`config.mk`:
```
export PLATFORM = sky130hd
export DESIGN_NAME = hub75_fb_loader_flat
export DESIGN_NICKNAME = d
export VERILOG_FILES = /design/src/rtl/hub75_fb_loader_if.sv /design/src/rtl/hub75_fb_loader.sv /design/src/flat_wrapper.sv
export SDC_FILE = /design/constraint.sdc
export NUM_CORES = 1
export LEC_CHECK = 0
export CAP_MARGIN = 20
export CELL_PAD_IN_SITES_DETAIL_PLACEMENT = 0
export CELL_PAD_IN_SITES_GLOBAL_PLACEMENT = 1
export CORE_MARGIN = 1.5
export CORE_UTILIZATION = 25
export DETAILED_ROUTE_END_ITERATION = 8
export PLACE_DENSITY_LB_ADDON = 0.2
export SLEW_MARGIN = 20
export SYNTH_ARGS = -nofsm -noshare
export SYNTH_HDL_FRONTEND = slang
export SYNTH_SLANG_ARGS = --single-unit
```
`constraint.sdc`:
```
create_clock -name clk -period 6.1 [get_ports clk]
set_input_delay 1.83 -clock clk [delete_from_list [all_inputs] [get_ports clk]]
set_output_delay 1.83 -clock clk [all_outputs]
set_load 0.005 [all_outputs]
```
`src/rtl/hub75_fb_loader_if.sv`:
```
// Bundles the pixel stream, framebuffer-write bus, frame handshake and status
// outputs of hub75_fb_loader.
// master: the loader itself; slave: the video source plus framebuffer side.
interface hub75_fb_loader_if #(
    parameter int unsigned N_BANKS  = 2,
    parameter int unsigned N_ROWS   = 32,
    parameter int unsigned N_COLS   = 64,
    parameter int unsigned BITDEPTH = 24
);
    localparam int unsigned LOG_N_BANKS = $clog2(N_BANKS);
    localparam int unsigned LOG_N_ROWS  = $clog2(N_ROWS);
    localparam int unsigned LOG_N_COLS  = $clog2(N_COLS);

    // Pixel stream
    logic [BITDEPTH-1:0]    in_data;
    logic                   in_sof;
    logic                   in_valid;
    logic                   in_ready;
    // Framebuffer write bus
    logic [LOG_N_BANKS-1:0] fbw_bank_addr;
    logic [LOG_N_ROWS-1:0]  fbw_row_addr;
    logic                   fbw_row_store;
    logic                   fbw_row_rdy;
    logic                   fbw_row_swap;
    logic [BITDEPTH-1:0]    fbw_data;
    logic [LOG_N_COLS-1:0]  fbw_col_addr;
    logic                   fbw_wren;
    // Frame handshake and status
    logic                   frame_swap;
    logic                   frame_rdy;
    logic                   fb_loaded;
    logic [15:0]            stat_frames;
    logic [7:0]             stat_resync;

    modport master (
        input  in_data, in_sof, in_valid, fbw_row_rdy, frame_rdy,
        output in_ready, fbw_bank_addr, fbw_row_addr, fbw_row_store, fbw_row_swap,
               fbw_data, fbw_col_addr, fbw_wren, frame_swap, fb_loaded,
               stat_frames, stat_resync
    );

    modport slave (
        output in_data, in_sof, in_valid, fbw_row_rdy, frame_rdy,
        input  in_ready, fbw_bank_addr, fbw_row_addr, fbw_row_store, fbw_row_swap,
               fbw_data, fbw_col_addr, fbw_wren, frame_swap, fb_loaded,
               stat_frames, stat_resync
    );
endinterface

```
`src/rtl/hub75_fb_loader.sv`:
```
// Packs a raster pixel stream into line-buffer writes, row store/swap commands
// and frame swap commands for the HUB75 framebuffer. All outputs registered.
// Optional macro HUB75_FB_LOADER_STATS_EN enables the frame/resync counters;
// without it stat_frames/stat_resync are tied to 0.
module hub75_fb_loader #(
    parameter int unsigned N_BANKS  = 2,
    parameter int unsigned N_ROWS   = 32,
    parameter int unsigned N_COLS   = 64,
    parameter int unsigned BITDEPTH = 24
) (
    input  logic              clk,
    input  logic              rst,
    hub75_fb_loader_if.master bus
);
    localparam int unsigned LOG_N_BANKS = $clog2(N_BANKS);
    localparam int unsigned LOG_N_ROWS  = $clog2(N_ROWS);
    localparam int unsigned LOG_N_COLS  = $clog2(N_COLS);
    localparam int unsigned LINE_W      = LOG_N_BANKS + LOG_N_ROWS;

    localparam logic [LINE_W-1:0]     LastLine = LINE_W'(N_BANKS * N_ROWS - 1);
    localparam logic [LOG_N_COLS-1:0] LastCol  = LOG_N_COLS'(N_COLS - 1);

    typedef enum logic [2:0] {StIdle, StFill, StStore, StFswap, StSwait} state_e;

    state_e                 state_q, state_d;
    logic                   first_q, first_d;   // first cycle in the current state
    logic [LOG_N_COLS-1:0]  col_q, col_d;
    logic [LINE_W-1:0]      line_q, line_d;
    logic                   in_ready_q, in_ready_d;
    logic                   wren_q, wren_d;
    logic [BITDEPTH-1:0]    data_q, data_d;
    logic [LOG_N_COLS-1:0]  col_addr_q, col_addr_d;
    logic [LOG_N_BANKS-1:0] bank_q, bank_d;
    logic [LOG_N_ROWS-1:0]  row_q, row_d;
    logic                   row_store_q, row_store_d;
    logic                   frame_swap_q, frame_swap_d;
    logic                   fb_loaded_q, fb_loaded_d;
    logic                   accept;

    assign accept = bus.in_valid & in_ready_q;

    // Next-state and registered-output computation.
    always_comb begin
        state_d      = state_q;
        col_d        = col_q;
        line_d       = line_q;
        wren_d       = 1'b0;
        data_d       = data_q;
        col_addr_d   = col_addr_q;
        bank_d       = bank_q;
        row_d        = row_q;
        row_store_d  = 1'b0;
        frame_swap_d = 1'b0;
        fb_loaded_d  = fb_loaded_q;

        unique case (state_q)
            StIdle: begin
                if (accept && bus.in_sof) begin
                    wren_d     = 1'b1;
                    data_d     = bus.in_data;
                    col_addr_d = '0;
                    col_d      = LOG_N_COLS'(1);
                    line_d     = '0;
                    state_d    = StFill;
                end
            end
            StFill: begin
                if (accept) begin
                    wren_d = 1'b1;
                    data_d = bus.in_data;
                    if (bus.in_sof) begin
                        // Resync: abandon the partial frame, restart at line 0.
                        col_addr_d = '0;
                        col_d      = LOG_N_COLS'(1);
                        line_d     = '0;
                    end else begin
                        col_addr_d = col_q;
                        col_d      = col_q + 1'b1;
                        if (col_q == LastCol) begin
                            state_d = StStore;
                        end
                    end
                end
            end
            StStore: begin
                // Skip the entry cycle so the row's final write is already out.
                if (!first_q && bus.fbw_row_rdy) begin
                    row_store_d = 1'b1;
                    bank_d      = line_q[LINE_W-1:LOG_N_ROWS];
                    row_d       = line_q[LOG_N_ROWS-1:0];
                    if (line_q == LastLine) begin
                        state_d = StFswap;
                    end else begin
                        line_d  = line_q + 1'b1;
                        state_d = StFill;
                    end
                end
            end
            StFswap: begin
                if (bus.fbw_row_rdy && bus.frame_rdy) begin
                    frame_swap_d = 1'b1;
                    fb_loaded_d  = 1'b1;
                    state_d      = StSwait;
                end
            end
            StSwait: begin
                // frame_rdy lags the swap pulse by a cycle upstream.
                if (!first_q && bus.frame_rdy) begin
                    state_d = StIdle;
                end
            end
            default: state_d = StIdle;
        endcase

        in_ready_d = (state_d == StIdle) || (state_d == StFill);
        first_d    = (state_d != state_q);
    end

    // State and output registers.
    always_ff @(posedge clk or posedge rst) begin
        if (rst) begin
            state_q      <= StIdle;
            first_q      <= 1'b0;
            col_q        <= '0;
            line_q       <= '0;
            in_ready_q   <= 1'b0;
            wren_q       <= 1'b0;
            data_q       <= '0;
            col_addr_q   <= '0;
            bank_q       <= '0;
            row_q        <= '0;
            row_store_q  <= 1'b0;
            frame_swap_q <= 1'b0;
            fb_loaded_q  <= 1'b0;
        end else begin
            state_q      <= state_d;
            first_q      <= first_d;
            col_q        <= col_d;
            line_q       <= line_d;
            in_ready_q   <= in_ready_d;
            wren_q       <= wren_d;
            data_q       <= data_d;
            col_addr_q   <= col_addr_d;
            bank_q       <= bank_d;
            row_q        <= row_d;
            row_store_q  <= row_store_d;
            frame_swap_q <= frame_swap_d;
            fb_loaded_q  <= fb_loaded_d;
        end
    end

    assign bus.in_ready      = in_ready_q;
    assign bus.fbw_wren      = wren_q;
    assign bus.fbw_data      = data_q;
    assign bus.fbw_col_addr  = col_addr_q;
    assign bus.fbw_bank_addr = bank_q;
    assign bus.fbw_row_addr  = row_q;
    assign bus.fbw_row_store = row_store_q;
    assign bus.fbw_row_swap  = row_store_q;
    assign bus.frame_swap    = frame_swap_q;
    assign bus.fb_loaded     = fb_loaded_q;

`ifdef HUB75_FB_LOADER_STATS_EN
    logic [15:0] stat_frames_q, stat_frames_d;
    logic [7:0]  stat_resync_q, stat_resync_d;

    // Frame count wraps; resync count saturates at 255.
    always_comb begin
        stat_frames_d = stat_frames_q + {15'd0, frame_swap_d};
        stat_resync_d = stat_resync_q;
        if ((state_q == StFill) && accept && bus.in_sof && (stat_resync_q != 8'hff)) begin
            stat_resync_d = stat_resync_q + 8'd1;
        end
    end

    // Statistics registers.
    always_ff @(posedge clk or posedge rst) begin
        if (rst) begin
            stat_frames_q <= '0;
            stat_resync_q <= '0;
        end else begin
            stat_frames_q <= stat_frames_d;
            stat_resync_q <= stat_resync_d;
        end
    end

    assign bus.stat_frames = stat_frames_q;
    assign bus.stat_resync = stat_resync_q;
`else
    assign bus.stat_frames = '0;
    assign bus.stat_resync = '0;
`endif
endmodule

```
`src/flat_wrapper.sv`:
```
// flat-port wrapper written by rule: the top's interface ports become plain ports
module hub75_fb_loader_flat 
#(
    parameter int unsigned N_BANKS  = 2,
    parameter int unsigned N_ROWS   = 32,
    parameter int unsigned N_COLS   = 64,
    parameter int unsigned BITDEPTH = 24
)
  (clk, rst, bus_in_data, bus_in_sof, bus_in_valid, bus_fbw_row_rdy, bus_frame_rdy, bus_in_ready, bus_fbw_bank_addr, bus_fbw_row_addr, bus_fbw_row_store, bus_fbw_row_swap, bus_fbw_data, bus_fbw_col_addr, bus_fbw_wren, bus_frame_swap, bus_fb_loaded, bus_stat_frames, bus_stat_resync);
  hub75_fb_loader_if #(.N_BANKS(N_BANKS), .N_ROWS(N_ROWS), .N_COLS(N_COLS), .BITDEPTH(BITDEPTH)) bus_i ();
  input  logic clk;
  input  logic rst;
  input wire logic [$bits(bus_i.in_data)-1:0] bus_in_data;
  input wire logic [$bits(bus_i.in_sof)-1:0] bus_in_sof;
  input wire logic [$bits(bus_i.in_valid)-1:0] bus_in_valid;
  input wire logic [$bits(bus_i.fbw_row_rdy)-1:0] bus_fbw_row_rdy;
  input wire logic [$bits(bus_i.frame_rdy)-1:0] bus_frame_rdy;
  output wire logic [$bits(bus_i.in_ready)-1:0] bus_in_ready;
  output wire logic [$bits(bus_i.fbw_bank_addr)-1:0] bus_fbw_bank_addr;
  output wire logic [$bits(bus_i.fbw_row_addr)-1:0] bus_fbw_row_addr;
  output wire logic [$bits(bus_i.fbw_row_store)-1:0] bus_fbw_row_store;
  output wire logic [$bits(bus_i.fbw_row_swap)-1:0] bus_fbw_row_swap;
  output wire logic [$bits(bus_i.fbw_data)-1:0] bus_fbw_data;
  output wire logic [$bits(bus_i.fbw_col_addr)-1:0] bus_fbw_col_addr;
  output wire logic [$bits(bus_i.fbw_wren)-1:0] bus_fbw_wren;
  output wire logic [$bits(bus_i.frame_swap)-1:0] bus_frame_swap;
  output wire logic [$bits(bus_i.fb_loaded)-1:0] bus_fb_loaded;
  output wire logic [$bits(bus_i.stat_frames)-1:0] bus_stat_frames;
  output wire logic [$bits(bus_i.stat_resync)-1:0] bus_stat_resync;
  assign bus_i.in_data = bus_in_data;
  assign bus_i.in_sof = bus_in_sof;
  assign bus_i.in_valid = bus_in_valid;
  assign bus_i.fbw_row_rdy = bus_fbw_row_rdy;
  assign bus_i.frame_rdy = bus_frame_rdy;
  assign bus_in_ready = bus_i.in_ready;
  assign bus_fbw_bank_addr = bus_i.fbw_bank_addr;
  assign bus_fbw_row_addr = bus_i.fbw_row_addr;
  assign bus_fbw_row_store = bus_i.fbw_row_store;
  assign bus_fbw_row_swap = bus_i.fbw_row_swap;
  assign bus_fbw_data = bus_i.fbw_data;
  assign bus_fbw_col_addr = bus_i.fbw_col_addr;
  assign bus_fbw_wren = bus_i.fbw_wren;
  assign bus_frame_swap = bus_i.frame_swap;
  assign bus_fb_loaded = bus_i.fb_loaded;
  assign bus_stat_frames = bus_i.stat_frames;
  assign bus_stat_resync = bus_i.stat_resync;
  hub75_fb_loader #(.N_BANKS(N_BANKS), .N_ROWS(N_ROWS), .N_COLS(N_COLS), .BITDEPTH(BITDEPTH)) u_core (.clk(clk), .rst(rst), .bus(bus_i));
endmodule
```
**After elaboration in Yosys (flattened, before gate mapping)**

Cells that the tools add are included.

- Register bits: 57

- Eq/ne operators: 13
- Add/sub/neg operators: 2
- Multiplexer cells: 32
- Bitwise gates (word level): 1
- Reductions and logical operators: 14

Operator list:

| operator | number |
|---|---|
| $mux W6 | 10 |
| $mux W24 | 2 |
| $pmux W24 S2 | 1 |
| $pmux W6 S2 | 2 |
| $mux W3 | 7 |
| $pmux W6 S3 | 1 |
| $pmux W3 S5 | 1 |
| $add A6 B1 Y6 const B | 2 |
| $eq A6 B6 Y1 const B | 2 |
| $eq A3 B1 Y1 const B | 2 |
| $eq A3 B2 Y1 const B | 2 |
| $logic_not A3 Y1 | 2 |
| $mux W1 | 6 |
| $ne A2 B1 Y1 const B | 3 |
| $reduce_and A6 Y1 | 1 |
| $logic_and A1 B1 Y1 | 4 |
| $ne A2 B2 Y1 const B | 2 |
| $reduce_and A2 Y1 | 2 |
| $eq A3 B3 Y1 const B | 1 |
| $ne A3 B3 Y1 | 1 |
| $reduce_and A3 Y1 | 1 |
| $reduce_bool A3 Y1 | 1 |
| $mux W2 | 1 |
| $pmux W1 S2 | 1 |
| 4 further kinds | 4 |

**Depth between registers and ports, before layout**

- Depth after elaboration: 7
- Gate-level depth with buffers: 6
- Mapped depth without buffers: 5

**Worst setup path before layout**

Ideal clock, no wire load.

- Path type: input port to flip-flop
- Start: input port bus_in_valid
- End: register u_core.state_q[0]
- Arrival time: 2917 ps
- Stages: 4
- Slack: 3051 ps
- Data required time: 5969 ps
- Library setup time: 131 ps
- Path through: nand3b_4 > or4_4 > and3b_1 > or3_1

- Longest elaborated chain between the ends: 4
- Elaborated cells on any way between the ends: 5

RTL lines:

| what | line | source |
|---|---|---|
| start: declaration | flat_wrapper.sv:15 | `input wire logic [$bits(bus_i.in_valid)-1:0] bus_in_valid;` |
| $and A1 B1 Y1 * | hub75_fb_loader.sv:40 | `assign accept = bus.in_valid & in_ready_q;` |
| $logic_and A1 B1 Y1 | hub75_fb_loader.sv:58 | `if (accept && bus.in_sof) begin` |
| $mux W3 | hub75_fb_loader.sv:58 |  |
| $pmux W3 S5 * | hub75_fb_loader.sv:56 | `unique case (state_q)` |
| via u_core.state_d[0] | hub75_fb_loader.sv:25 | `state_e state_q, state_d;` |
| end signal: assignment | hub75_fb_loader.sv:122 | `state_q <= StIdle;` |
| end signal: assignment | hub75_fb_loader.sv:136 | `state_q <= state_d;` |
| end: declaration | hub75_fb_loader.sv:25 |  |

The timed path passes the listed nets; every way through them passes the cells marked *.
A chain may end at the register's enable or synchronous reset.

**Final worst setup path**

- Start: input port bus_fbw_row_rdy
- End: register u_core.line_q[3]

- Longest elaborated chain between the ends: 3

RTL lines:

| what | line | source |
|---|---|---|
| start: declaration | flat_wrapper.sv:16 | `input wire logic [$bits(bus_i.fbw_row_rdy)-1:0] bus_fbw_row_rdy;` |
| $logic_and A1 B1 Y1 | hub75_fb_loader.sv:87 | `if (!first_q && bus.fbw_row_rdy) begin` |
| $ne A2 B1 Y1 (no line) | -- |  |
| $reduce_and A6 Y1 (no line) | -- |  |
| end signal: assignment | hub75_fb_loader.sv:139 | `line_q <= line_d;` |
| end: declaration | hub75_fb_loader.sv:28 | `logic [LINE_W-1:0] line_q, line_d;` |

No other way between the ends.

==> flow_summary.json <==
{
  "vdd_drop_max_mv": 0.120,
  "seq_area_um2": 1430,
  "num_vias": 1880,
  "cts_hold_buf": 0,
  "viasPerCell": 4.05,
  "drt_iter0_drc": 47,
  "die_area_um2": 10700,
  "cp_max_fo": 17,
  "io_buffers": 71,
  "die_h_um": 104,
  "syn_area_um2": 2530,
  "core_area_um2": 9820,
  "syn_avg_cell_area_um2": 10.1,
  "async_reset_ff_share_pct": 100,
  "root_buffer": "clkbuf_8",
  "p_total_w": 0.00114,
  "worstMarginPinSlew_ns": 0.735,
  "cts.htree.levels": 3,
  "ys_ff_latch": 57,
  "final_nets": 358,
  "grtUsageTotal_pct": 11.1,
  "postCtsSetupBuffers": 0,
  "grt_pass1_vias": 1869,
  "rows": 36,
  "seq_area_frac_synth_pct": 56.4,
  "finalClockSkew_ns": 0.00770,
  "syn_to_final_growth_pct": 39.2,
  "pre_cts_ws_ns": 2.10,
  "drive_gt1_share_pct": 9.97,
  "max_freq_mhz": 276,
  "ios": 96,
  "clockBufferDepth": 2,
  "max_cap_viol_count": 0,
  "final_hold_viol_count": 0,
  "cts_tree": "yes",
  "grt_pass1_wl_mm": 9.42,
  "final_util_pct": 35.9,
  "gr-total-overflow": 0,
  "antenna_found_initial": 0,
  "rrSetupSlack_ns": 3.95,
  "setup_viol": 0,
  "synth.distinct_cells": 42,
  "cts.sinks": 57,
  "yosysTopAreaCellShare_pct": 56.4,
  "num_antenna_cells": 0,
  "cts.repair.resized": 0,
  "outcome": "finished clean",
  "ant_nets": 0,
  "start_util_pct": 25.8,
  "cp.required_ns": 6.36,
  "power.density_nw_per_um2": 324,
  "hold_class": "reg -> reg",
  "rsz0062_at_grt": "false",
  "dp_cells": 448,
  "end_kind": "register",
  "fp.dieW_um": 104,
  "fin_crit_sh_pct": 59.4,
  "dp_hpwl_mm": 3.76,
  "cp-start-kind": "input port",
  "synthCells": 251,
  "fin_crit_ns": 3.62,
  "worst_slack_ns": 2.48,
  "cp.arrival_ns": 3.88,
  "setup_tns_ns": 0,
  "gp_congestion": 0.747,
  "cts_buffers": 9,
  "fin_cells": 464,
  "drtPass1Iterations": 4,
  "p_leak_nw": 1.65,
  "slew_headroom_pct": 50.6,
  "wl_per_cell_um": 12.0,
  "insertion_delay_ns": 0.33,
  "synthTopCellsByArea": "dfrtp_1, nand2_1, buf_4",
  "slew_violations": 0,
  "yosys_warnings": 0,
  "fillers": 1021,
  "ys_top_cells_by_count": "nand2_1, dfrtp_1, buf_4",
  "drc": 0,
  "yosys.area.top_type": "dfrtp_1",
  "wl_mm": 5.59,
  "clk_pin_slew_worst_paths_ns": 0.07,
  "multi_input_area_um2": 957,
  "synth_edf_count": 0,
  "synth-main-ff-cell": "dfrtp_1",
  "synth.most_common_cell": "nand2_1",
  "crit_type": "in -> reg",
  "grt_max_degree": 58
}
state kept, by name, summed over array words and instances (netlist names):
register                  cells
u_core.state_q                3
u_core.bus.fbw_bank_addr      1
u_core.col_q                  6
u_core.bus.fbw_row_store      1
u_core.bus.fb_loaded          1
u_core.bus.in_ready           1
u_core.bus.fbw_row_addr       5
u_core.bus.fbw_data          24
u_core.bus.frame_swap         1
u_core.line_q                 6
u_core.bus.fbw_wren           1
u_core.first_q                1
u_core.bus.fbw_col_addr       6
report_power, final:
group	internal, W	total (W)	leakage [nW]	switching (W)
Clock	0.000251	0.000403	0.115	0.000153
Sequential	0.000441	0.000487	0.734	0.0000463
Combinational	0.000143	0.000250	0.798	0.000108
kinds of logic after synthesis:
| group | share of synthesized area, % |
|---|---|
| simple gates | 21.4 |
| flops | 56.4 |
| buf+inv | 9.24 |
| compound gates | 7.07 |
| mux | 3.11 |
| xor+xnor | 1.73 |
| fa+ha+maj | 0.988 |
| other cells | 0.148 |
worst max-delay path: stages:
cell             delay (ns)
clkdlybuf4s50_1        0.49
nor3b_2                0.24
nand3b_1               0.51
or4_1                  0.66
a21oi_1                0.14
placed cells by master, fill, tap and decap left out, types with 2 or more instances in the layout:
cell | Yosys | routed
a21oi_1 | 4 | 4
a22o_1 | 7 | 7
buf_4 | 25 | 2
bufinv_16 | 0 | 2
clkbuf_8 | 0 | 11
clkdlybuf4s50_1 | 0 | 71
clkinv_2 | 0 | 2
conb_1 | 1 | 24
dfrtp_1 | 57 | 57
ha_1 | 2 | 2
inv_1 | 4 | 3
inv_2 | 1 | 2
mux2_2 | 7 | 7
nand2_1 | 78 | 78
nand3_1 | 7 | 7
nand3b_1 | 2 | 2
nor2_1 | 13 | 13
nor3_1 | 2 | 2
o21ai_0 | 2 | 2
o311ai_0 | 2 | 2
o31ai_1 | 3 | 3
or2_2 | 2 | 2
or4_1 | 2 | 2
xnor2_1 | 2 | 2
xor2_1 | 3 | 3
layout make-up:
cell class                 count  share of cell area [%]
sequential                    57                    40.5
multi-input combinational    180                    27.2
timing repair buffer          73                    20.6
tap                          133                    4.72
clock buffer                  11                    4.30
clock inverter                 5                    2.20
inverter                       5                   0.533
stage by stage:
stage	cell area, µm²	hold slack (ns)
after floorplan	2620	0.464
after global placement	3290	0.456
after detailed placement	3290	0.461
after CTS	3520	0.477
after global routing	3520	0.499
final	3520	0.471
path summary, 6_finish.rpt:
kind,to,cells past startpoint,from
worst max register to register,u_core.line_q[3],4,u_core.state_q[0]
worst min register to register,u_core.bus.fbw_data[7],2,u_core.bus.fbw_data[7]
min in group asynchronous,u_core.bus.fbw_row_addr[1],3,rst
worst max-delay path,u_core.line_q[3],5,bus_fbw_row_rdy
worst min-delay path,u_core.bus.fbw_data[7],2,u_core.bus.fbw_data[7]
max in group asynchronous,u_core.bus.fbw_col_addr[5],3,rst
metal layers:
layer / vias to the layer above / track usage [%] / part of all wire (%)
li1: 933 / - / -
met1: 883 / 14.4 / 48
met2: 56 / 16.6 / 45
met3: 8 / 3.52 / 4.7
met4: 0 / 5.95 / 2.2
met5: - / 0 / 0
Power figures use the tool's default switching activity.
